--- src/rtl/sram_bus_pkg.sv ---
// Shared types and constants for the SRAM-style bus initiator.
package sram_bus_pkg;

  localparam int ADDR_W_DEF = 21;
  localparam int DATA_W_DEF = 16;

  localparam logic [DATA_W_DEF-1:0] LANE_MASK_LO = 16'h00FF;
  localparam logic [DATA_W_DEF-1:0] LANE_MASK_HI = 16'hFF00;

  typedef enum logic [2:0] {
    S_IDLE   = 3'd0,
    S_SETUP  = 3'd1,
    S_STROBE = 3'd2,
    S_HOLD   = 3'd3,
    S_TURN   = 3'd4
  } bus_state_e;

  // The timer is loaded with count-1, so it only has to hold the largest phase minus one.
  function automatic int cnt_width(input int s, input int t, input int h, input int u);
    int m;
    m = s;
    if (t > m) m = t;
    if (h > m) m = h;
    if (u > m) m = u;
    if (m < 2) return 1;
    else return $clog2(m);
  endfunction

  function automatic logic [DATA_W_DEF-1:0] lane_mask(input logic [1:0] be);
    lane_mask = (be[1] ? LANE_MASK_HI : 16'h0000) | (be[0] ? LANE_MASK_LO : 16'h0000);
  endfunction

endpackage

--- src/rtl/sram_cycle_timer.sv ---
// Loadable down-counter; last is high while the count is zero.
module sram_cycle_timer #(
  parameter int W = 2
) (
  input  logic         clk,
  input  logic         rst,
  input  logic         load,
  input  logic [W-1:0] load_val,
  output logic         last
);

  logic [W-1:0] count_r;

  // Count down to zero and park there until reloaded.
  always_ff @(posedge clk) begin
    if (rst) begin
      count_r <= {W{1'b0}};
    end else if (load) begin
      count_r <= load_val;
    end else if (count_r != {W{1'b0}}) begin
      count_r <= count_r - {{(W-1){1'b0}}, 1'b1};
    end
  end

  assign last = (count_r == {W{1'b0}});

endmodule

--- src/rtl/sram_bus_master.sv ---
// Turns valid/ready requests into timed async-SRAM read/write cycles.
module sram_bus_master
  import sram_bus_pkg::*;
#(
  parameter int ADDR_W     = ADDR_W_DEF,
  parameter int DATA_W     = DATA_W_DEF,
  parameter int SETUP_CYC  = 1,
  parameter int STROBE_CYC = 3,
  parameter int HOLD_CYC   = 1,
  parameter int TURN_CYC   = 1
) (
  input  logic              clk,
  input  logic              rst,
  input  logic              req_valid,
  output logic              req_ready,
  input  logic              req_write,
  input  logic [ADDR_W-1:0] req_addr,
  input  logic [DATA_W-1:0] req_wdata,
  input  logic [1:0]        req_be,
  output logic              rsp_valid,
  output logic [DATA_W-1:0] rsp_rdata,
  output logic [ADDR_W-1:0] sram_a,
  output logic              sram_cs_n,
  output logic              sram_oe_n,
  output logic              sram_we_n,
  output logic              sram_ub_n,
  output logic              sram_lb_n,
  output logic [DATA_W-1:0] sram_dq_o,
  output logic              sram_dq_oe,
  input  logic [DATA_W-1:0] sram_dq_i
);

  localparam int CNT_W = cnt_width(SETUP_CYC, STROBE_CYC, HOLD_CYC, TURN_CYC);

  bus_state_e        state_r, next_s;
  logic              write_r;
  logic [ADDR_W-1:0] addr_r;
  logic [DATA_W-1:0] wdata_r;
  logic [1:0]        be_r;

  logic              accept_s, last_s, load_s;
  logic [CNT_W-1:0]  load_val_s;
  logic              cur_write_s;
  logic [ADDR_W-1:0] cur_addr_s;
  logic [DATA_W-1:0] cur_wdata_s;
  logic [1:0]        cur_be_s;

  function automatic logic [CNT_W-1:0] phase_load(input bus_state_e p);
    case (p)
      S_SETUP:  phase_load = CNT_W'(SETUP_CYC - 1);
      S_STROBE: phase_load = CNT_W'(STROBE_CYC - 1);
      S_HOLD:   phase_load = CNT_W'(HOLD_CYC - 1);
      S_TURN:   phase_load = CNT_W'(TURN_CYC - 1);
      default:  phase_load = {CNT_W{1'b0}};
    endcase
  endfunction

  assign req_ready = (state_r == S_IDLE) && !rst;

  // Successor phase and timer reload; zero-length phases are never entered.
  always_comb begin
    accept_s = req_valid && req_ready;
    if (accept_s) begin
      cur_write_s = req_write;
      cur_addr_s  = req_addr;
      cur_wdata_s = req_wdata;
      cur_be_s    = req_be;
    end else begin
      cur_write_s = write_r;
      cur_addr_s  = addr_r;
      cur_wdata_s = wdata_r;
      cur_be_s    = be_r;
    end
    next_s = state_r;
    case (state_r)
      S_IDLE: begin
        if (!accept_s)             next_s = S_IDLE;
        else if (req_be == 2'b00)  next_s = S_IDLE;
        else if (SETUP_CYC > 0)    next_s = S_SETUP;
        else                       next_s = S_STROBE;
      end
      S_SETUP: begin
        if (last_s) next_s = S_STROBE;
        else        next_s = S_SETUP;
      end
      S_STROBE: begin
        if (!last_s)                       next_s = S_STROBE;
        else if (HOLD_CYC > 0)             next_s = S_HOLD;
        else if (!write_r && TURN_CYC > 0) next_s = S_TURN;
        else                               next_s = S_IDLE;
      end
      S_HOLD: begin
        if (!last_s)                       next_s = S_HOLD;
        else if (!write_r && TURN_CYC > 0) next_s = S_TURN;
        else                               next_s = S_IDLE;
      end
      S_TURN: begin
        if (last_s) next_s = S_IDLE;
        else        next_s = S_TURN;
      end
      default: next_s = S_IDLE;
    endcase
    if (state_r == S_IDLE) load_s = accept_s;
    else                   load_s = last_s;
    load_val_s = phase_load(next_s);
  end

  sram_cycle_timer #(.W(CNT_W)) u_timer (
    .clk      (clk),
    .rst      (rst),
    .load     (load_s),
    .load_val (load_val_s),
    .last     (last_s)
  );

  // State, request latch and bus outputs, all registered from the phase being entered.
  always_ff @(posedge clk) begin
    if (rst) begin
      state_r    <= S_IDLE;
      write_r    <= 1'b0;
      addr_r     <= {ADDR_W{1'b0}};
      wdata_r    <= {DATA_W{1'b0}};
      be_r       <= 2'b00;
      rsp_valid  <= 1'b0;
      rsp_rdata  <= {DATA_W{1'b0}};
      sram_a     <= {ADDR_W{1'b0}};
      sram_cs_n  <= 1'b1;
      sram_oe_n  <= 1'b1;
      sram_we_n  <= 1'b1;
      sram_ub_n  <= 1'b1;
      sram_lb_n  <= 1'b1;
      sram_dq_o  <= {DATA_W{1'b0}};
      sram_dq_oe <= 1'b0;
    end else begin
      state_r <= next_s;
      if (accept_s) begin
        write_r <= req_write;
        addr_r  <= req_addr;
        wdata_r <= req_wdata;
        be_r    <= req_be;
      end
      rsp_valid <= (state_r == S_STROBE && last_s) || (accept_s && req_be == 2'b00);
      if (accept_s && req_be == 2'b00) begin
        rsp_rdata <= {DATA_W{1'b0}};
      end else if (state_r == S_STROBE && last_s && !write_r) begin
        rsp_rdata <= sram_dq_i & DATA_W'(lane_mask(be_r));
      end
      case (next_s)
        S_SETUP, S_STROBE, S_HOLD: begin
          sram_a     <= cur_addr_s;
          sram_cs_n  <= 1'b0;
          sram_ub_n  <= ~cur_be_s[1];
          sram_lb_n  <= ~cur_be_s[0];
          sram_oe_n  <= !((next_s == S_STROBE) && !cur_write_s);
          sram_we_n  <= !((next_s == S_STROBE) && cur_write_s);
          sram_dq_oe <= cur_write_s;
          if (cur_write_s) sram_dq_o <= cur_wdata_s;
        end
        default: begin
          sram_cs_n  <= 1'b1;
          sram_oe_n  <= 1'b1;
          sram_we_n  <= 1'b1;
          sram_ub_n  <= 1'b1;
          sram_lb_n  <= 1'b1;
          sram_dq_oe <= 1'b0;
        end
      endcase
    end
  end

endmodule
--- config.mk ---
export PLATFORM = sky130hd
export DESIGN_NAME = sram_bus_master
export DESIGN_NICKNAME = d
export VERILOG_FILES = /design/src/rtl/sram_bus_pkg.sv /design/src/rtl/sram_cycle_timer.sv /design/src/rtl/sram_bus_master.sv
export SDC_FILE = /design/constraint.sdc
export NUM_CORES = 1
export LEC_CHECK = 0
export ABC_AREA = 1
export BUFFER_PORTS_ARGS = -buffer_cell sky130_fd_sc_hd__buf_2
export CAP_MARGIN = 30
export CELL_PAD_IN_SITES_DETAIL_PLACEMENT = 1
export CELL_PAD_IN_SITES_GLOBAL_PLACEMENT = 2
export CORE_ASPECT_RATIO = 0.75
export CORE_MARGIN = 3
export CORE_UTILIZATION = 30
export DETAILED_ROUTE_END_ITERATION = 8
export PLACE_DENSITY = 0.94
export SLEW_MARGIN = 25
export SYNTH_ARGS = -nofsm -noshare
export SYNTH_HDL_FRONTEND = slang
export SYNTH_SLANG_ARGS = --single-unit
export TNS_END_PERCENT = 50
--- constraint.sdc ---
create_clock -name clk -period 3.5 [get_ports clk]
set_input_delay 0.35 -clock clk [delete_from_list [all_inputs] [get_ports clk]]
set_output_delay 0.35 -clock clk [all_outputs]
set_load 0.005 [all_outputs]
== Word-level counts from Yosys, hierarchy flattened ==
Cells that the tools add are included.
Word-level totals
  flip-flop bits (word level): 105
  input port bits: 59
Cells by class
  add/sub/neg operators: 1
  equal/unequal tests: 7
  multiplexer cells: 19
  bitwise operators: 5
  reduce and logical (&&, ||, !) cells: 22
Operators with widths (count)
  16-bit two-way mux: 2
  21-bit two-way mux: 1
  16-bit AND: 1
  16-bit by 8-bit bitwise OR with 16-bit output: 1
  3-bit one-hot mux with 5 select lines: 1
  3-bit by 2-bit equality test with 1-bit output (second input constant): 4
  2-bit two-way mux: 5
  3-bit two-way mux: 3
  8-bit two-way mux: 1
  1-bit logical AND: 7
  3-bit by 1-bit equality test with 1-bit output (second input constant): 2
  1-bit two-way mux: 6
  1-bit logical NOT: 5
  2-bit logical NOT: 2
  2-bit nonzero test: 2
  2-bit OR reduction: 2
  3-bit equality test (second input constant): 1
  3-bit logical NOT: 1
  1-bit NOT: 3
  3-bit OR reduction: 1
  2-bit AND reduction: 1
  2-bit by 1-bit subtractor with 2-bit output (second input constant): 1
  1-bit logical OR: 1

== Logic depth before layout (Yosys ltp) ==
  depth in word-level cells: 9
  depth in mapped cells: 12
  depth with buffers taken out: 11

== Modules after synthesis ==
From an unflattened synthesis, not the netlist that was laid out.
Second synthesis, totals
  cells, all modules: 537
  area total of the unflattened synthesis: 4018.9 sq um
Modules (own cells, without submodules)
  sram_bus_master: instances 1, cells an instance 520, area an instance 3905.0 sq um, seq. area each 2062.0 sq um
  sram_cycle_timer: instances 1, cells an instance 17, area an instance 113.9 sq um, seq. area each 40.0 sq um

== Worst setup path after synthesis ==
OpenSTA, ideal clock, no wires.
  path type: register -> register
  start point: register u_timer.count_r[0]
  end point: register sram_dq_o[10]
  arrival: 1.434 ns
  data required time: 3.385 ns
  setup slack: 1.951 ns
  stages on the path, launching flop included: 12
  buffers on the path: 1
  clock period less this slack: 1.549 ns
  cells stage by stage: dfxtp_1 inv_1 ha_1 nand2_1 inv_2 nand2_4 o21ai_1 inv_2 nand3_4 buf_4 a21oi_1 nor2_1
On the way
  longest elaborated chain between the ends: 6
  elaborated cells between the ends (all ways): 11
  classes of those cells: eq/ne (3); mux (5); reduce/logical (3)
RTL lines
  from (decl): RTL line sram_cycle_timer.sv:12  | logic [W-1:0] count_r;
  from (signal assigned): RTL line sram_cycle_timer.sv:17  | count_r <= {W{1'b0}};
  from (signal assigned): RTL line sram_cycle_timer.sv:19  | count_r <= load_val;
  from (signal assigned): RTL line sram_cycle_timer.sv:21  | count_r <= count_r - {{(W-1){1'b0}}, 1'b1};
  2-bit logical NOT (*): RTL line sram_cycle_timer.sv:25  | assign last = (count_r == {W{1'b0}});
  3-bit two-way mux, or another cell as far along: RTL line sram_bus_master.sv:93  | if (!last_s) next_s = S_HOLD;
  3-bit one-hot mux with 5 select lines (*): RTL line sram_bus_master.sv:75  | case (state_r)
  3-bit by 2-bit equality test with 1-bit output or 3-bit by 1-bit equality test with 1-bit output (tied branches): RTL line sram_bus_master.sv:148  | case (next_s)
  3-bit OR reduction (*): RTL line sram_bus_master.sv:148
  2-bit AND reduction (no line) (*)
  to (signal assigned): RTL line sram_bus_master.sv:132  | sram_dq_o <= {DATA_W{1'b0}};
  to (signal assigned): RTL line sram_bus_master.sv:157  | if (cur_write_s) sram_dq_o <= cur_wdata_s;
  to (decl): RTL line sram_bus_master.sv:28  | output logic [DATA_W-1:0] sram_dq_o,
Every way passes the cells marked *; elsewhere a longest branch is shown, timed or not.
A chain may end at the register's enable or synchronous reset.

== Worst setup path after layout ==
  start point: register u_timer.count_r[0]
  end point: register sram_a[19]
On the way
  longest elaborated chain between the ends: 5
  elaborated cells between the ends (all ways): 10
  classes of those cells: eq/ne (3); mux (5); reduce/logical (2)
RTL lines
  2-bit logical NOT (*): RTL line sram_cycle_timer.sv:25
  3-bit two-way mux, or another cell as far along: RTL line sram_bus_master.sv:93
  3-bit one-hot mux with 5 select lines (*): RTL line sram_bus_master.sv:75
  3-bit by 2-bit equality test with 1-bit output or 3-bit by 1-bit equality test with 1-bit output (tied branches): RTL line sram_bus_master.sv:148
  3-bit OR reduction (*): RTL line sram_bus_master.sv:148
  to (signal assigned): RTL line sram_bus_master.sv:126  | sram_a <= {ADDR_W{1'b0}};
  to (signal assigned): RTL line sram_bus_master.sv:150  | sram_a <= cur_addr_s;
  to (decl): RTL line sram_bus_master.sv:22  | output logic [ADDR_W-1:0] sram_a,
Marks and branches as above.

==> results.toml <==
[run_status]
status = "completed"

[global_routing]
overflow = 0
antenna_found_initial = 0
grt_max_degree = 56
grt.total_usage_pct = 15.6
grt_pass1_vias = 3918
grt_pass1_wl_mm = 19.2

[sta]
hold_viol = 0
setup_viol = 0
fin_hold_ws_ns = 0.269
max_freq_ghz = 0.385
tns_ns = 0
rsz0062_at_grt = "no"
slew_headroom_pct = 57.1
period_minus_slack_ns = 2.60
tightest_slew_ns = 0.643
skew_ns = 0.00860
layout_setup_ws_ns = 0.901
report.final.slew_viol_count = 0
period_share_pct = 74.3

[layout]
layout.nets = 687
fin_area_um2 = 5000
insertedDiodeCount = 0
area_growth_pct = 23.3
fill_cells = 1622
drive_gt1_share_pct = 23.7

[floorplanning]
rows = 36
die-area_um2 = 15000
design.core.area_um2 = 13100
die_w_um = 140
ios = 120
die_y_um = 107
initial_utilization_pct = 30.9

[routing]
avgViaCountPerCell = 4.68
routedWlPerCell_um = 14.5
dr.first_iter.drc_count = 204
ant_nets = 0
drc = 0
dr.pass1.iters = 4
routed_wl_mm = 11.6
vias = 3757

[setup_path]
critical_path.max_stage_delay_ns = 0.64
worst-r2r-cell-count = 11
path_buf_inv = 3
critPathKind = "register to register"
cp.required_ns = 3.78
crit_family = "simple AND/OR/NAND/NOR gates"
cpMaxStageDelayCell = "nor2_4"
r2r-start = "u_timer.count_r[0]"
rr_endpoint = "sram_a[19]"
end_kind = "register"
crit_fanout = 55
cp-startpoint = "u_timer.count_r[0]"
cp.arrival_ns = 2.88
startpoint_type = "register"
r2r_slack_ns = 0.90
path_depth = 11
path_cells = "inv_1 -> ha_1 -> nand2_1 -> inv_2 -> nand2_4 -> o21ai_1 -> inv_2 -> nand3_4 -> nor2_4 -> nand2_1 -> o21ai_2"
crit_end = "sram_a[19]"

[yosys]
synth_area_leader_cell = "dfxtp_1"
synth_edf_count = 0
syn_nets = 589
synthesis.instances = 529
yosys_warnings = 0
syn-cell-area_um2 = 4060
synth-main-ff-cell = "dfxtp_1"
yosysMostFrequentCell = "nand2_1"
synth_common_cells = "nand2_1 (152), dfxtp_1 (105), a21oi_1 (57)"
synth-async-reset-ratio_pct = 0
synth_cell_type_count = 28
synth_top_area_share_pct = 51.8
ys_ff_latch = 105
synth_seq_area_share_pct = 51.8
syn_avg_cell_area_um2 = 7.67
synth_area_leaders = "dfxtp_1 (52%), nand2_1 (14%), a21oi_1 (7.0%), nand3_1 (6.5%), o21ai_0 (4.3%)"

[clock_tree]
insertion_delay_ns = 0.35
post_cts_resized = 0
ctsRootBufferMaster = "clkbuf_16"
htreeDepth = 3
cts_buffers = 9
cts_max_path_buffers = 2
holdBufCountCts = 0
clk_pin_slew_ns = 0.08
cts_setup_buffers = 0
cts_sinks = 105
tritoncts = "built"

[min_path]
hp-class = "input port to register"
hold_depth = 3

[place]
finalWeightedCongestion = 0.758
place_area_um2 = 4680
place_ws_ns = 0.868
place_hpwl_mm = 7.99
io_buffers = 119

[power]
leakage_uw = 0.00242
p_per_area_nw_per_um2 = 635
power.total_uw = 3180
peakVddDrop_mv = 0.263

[flow_run]
max_cap_viol_count = 0
metrics by stage:
step | std cells | util [%]
final | 803 | 38.2
after global routing | 803 | 38.2
after CTS | 803 | 38.2
after detailed placement | 787 | 35.7
after global placement | 787 | 35.7
after floorplan | 529 | -
power by group:
part	total (uW)	internal, uW	switching [uW]
sequential	1400	1320	73.5
clock	1090	632	462
combinational	688	219	469
cell families (layout without fill, tap and decap cells):
logic type	Yosys count	count (layout)	share of synthesized area (%)
AOI/OAI and AO/OA	97	97	12.1
adders and majority gates	1	1	0.308
buffers and inverters	66	169	7.87
DFF	105	105	51.8
and+or+nand+nor	260	260	27.9
registers in the layout, summed over array words and instances, names as in the netlist:
register and flops:
addr_r 21, sram_a 21, rsp_rdata 16, sram_dq_o 16, wdata_r 16, state_r 3
be_r 2, u_timer.count_r 2, rsp_valid 1, sram_cs_n 1, sram_dq_oe 1, sram_lb_n 1
sram_oe_n 1, sram_ub_n 1, sram_we_n 1, write_r 1
per-layer routing:
metal	vias up	part of all wire, %	wire, um	track usage, %
met2	69	49	5670	27.1
li1	1895	-	-	-
met3	11	3.4	394	3.66
met5	-	0	0	0
met4	0	0.83	97	3.11
met1	1782	47	5460	19.9
cells in the final DEF, fill, tap and decap left out, drive strengths merged:
| master | instances |
|---|---|
| inv | 34 |
| nand3 | 55 |
| a211oi | 1 |
| ha | 1 |
| buf | 121 |
| nand4 | 2 |
| nand2 | 155 |
| dfxtp | 105 |
| bufinv | 2 |
| nor2 | 46 |
| or3 | 1 |
| clkbuf | 10 |
| clkinvlp | 1 |
| o21ai | 39 |
| a21oi | 57 |
| clkinv | 1 |
| nor3 | 1 |
final cells by class:
type                       instances  area, um^2  share of cell area (%)
sequential                       105        2100                    42.0
multi-input combinational        358        1640                    32.7
timing repair buffer             121         611                    12.2
clock buffer                      10         229                    4.58
tap                              171         214                    4.28
inverter                          32         123                    2.45
clock inverter                     6        90.1                    1.80
worst min path at each step:
stage / from / to / slack [ns]
2_1_floorplan: sram_a[0] / sram_a[0] / 0.44
3_3_place_gp: sram_a[12] / sram_a[12] / 0.43
3_5_place_dp: sram_a[11] / sram_a[11] / 0.44
4_1_cts: sram_dq_i[13] / rsp_rdata[13] / 0.26
5_1_grt: sram_dq_i[11] / rsp_rdata[11] / 0.26
6_report: sram_dq_i[13] / rsp_rdata[13] / 0.27
worst reg2reg max path, cell delays in order (launching register included):
cell     delay (ns)
dfxtp_1        0.32
inv_1          0.06
ha_1           0.25
nand2_1        0.13
inv_2          0.06
nand2_4        0.16
o21ai_1        0.12
inv_2          0.09
nand3_4        0.50
nor2_4         0.64
nand2_1        0.13
o21ai_2        0.08
Note: power is estimated with default switching activity, not from simulation.
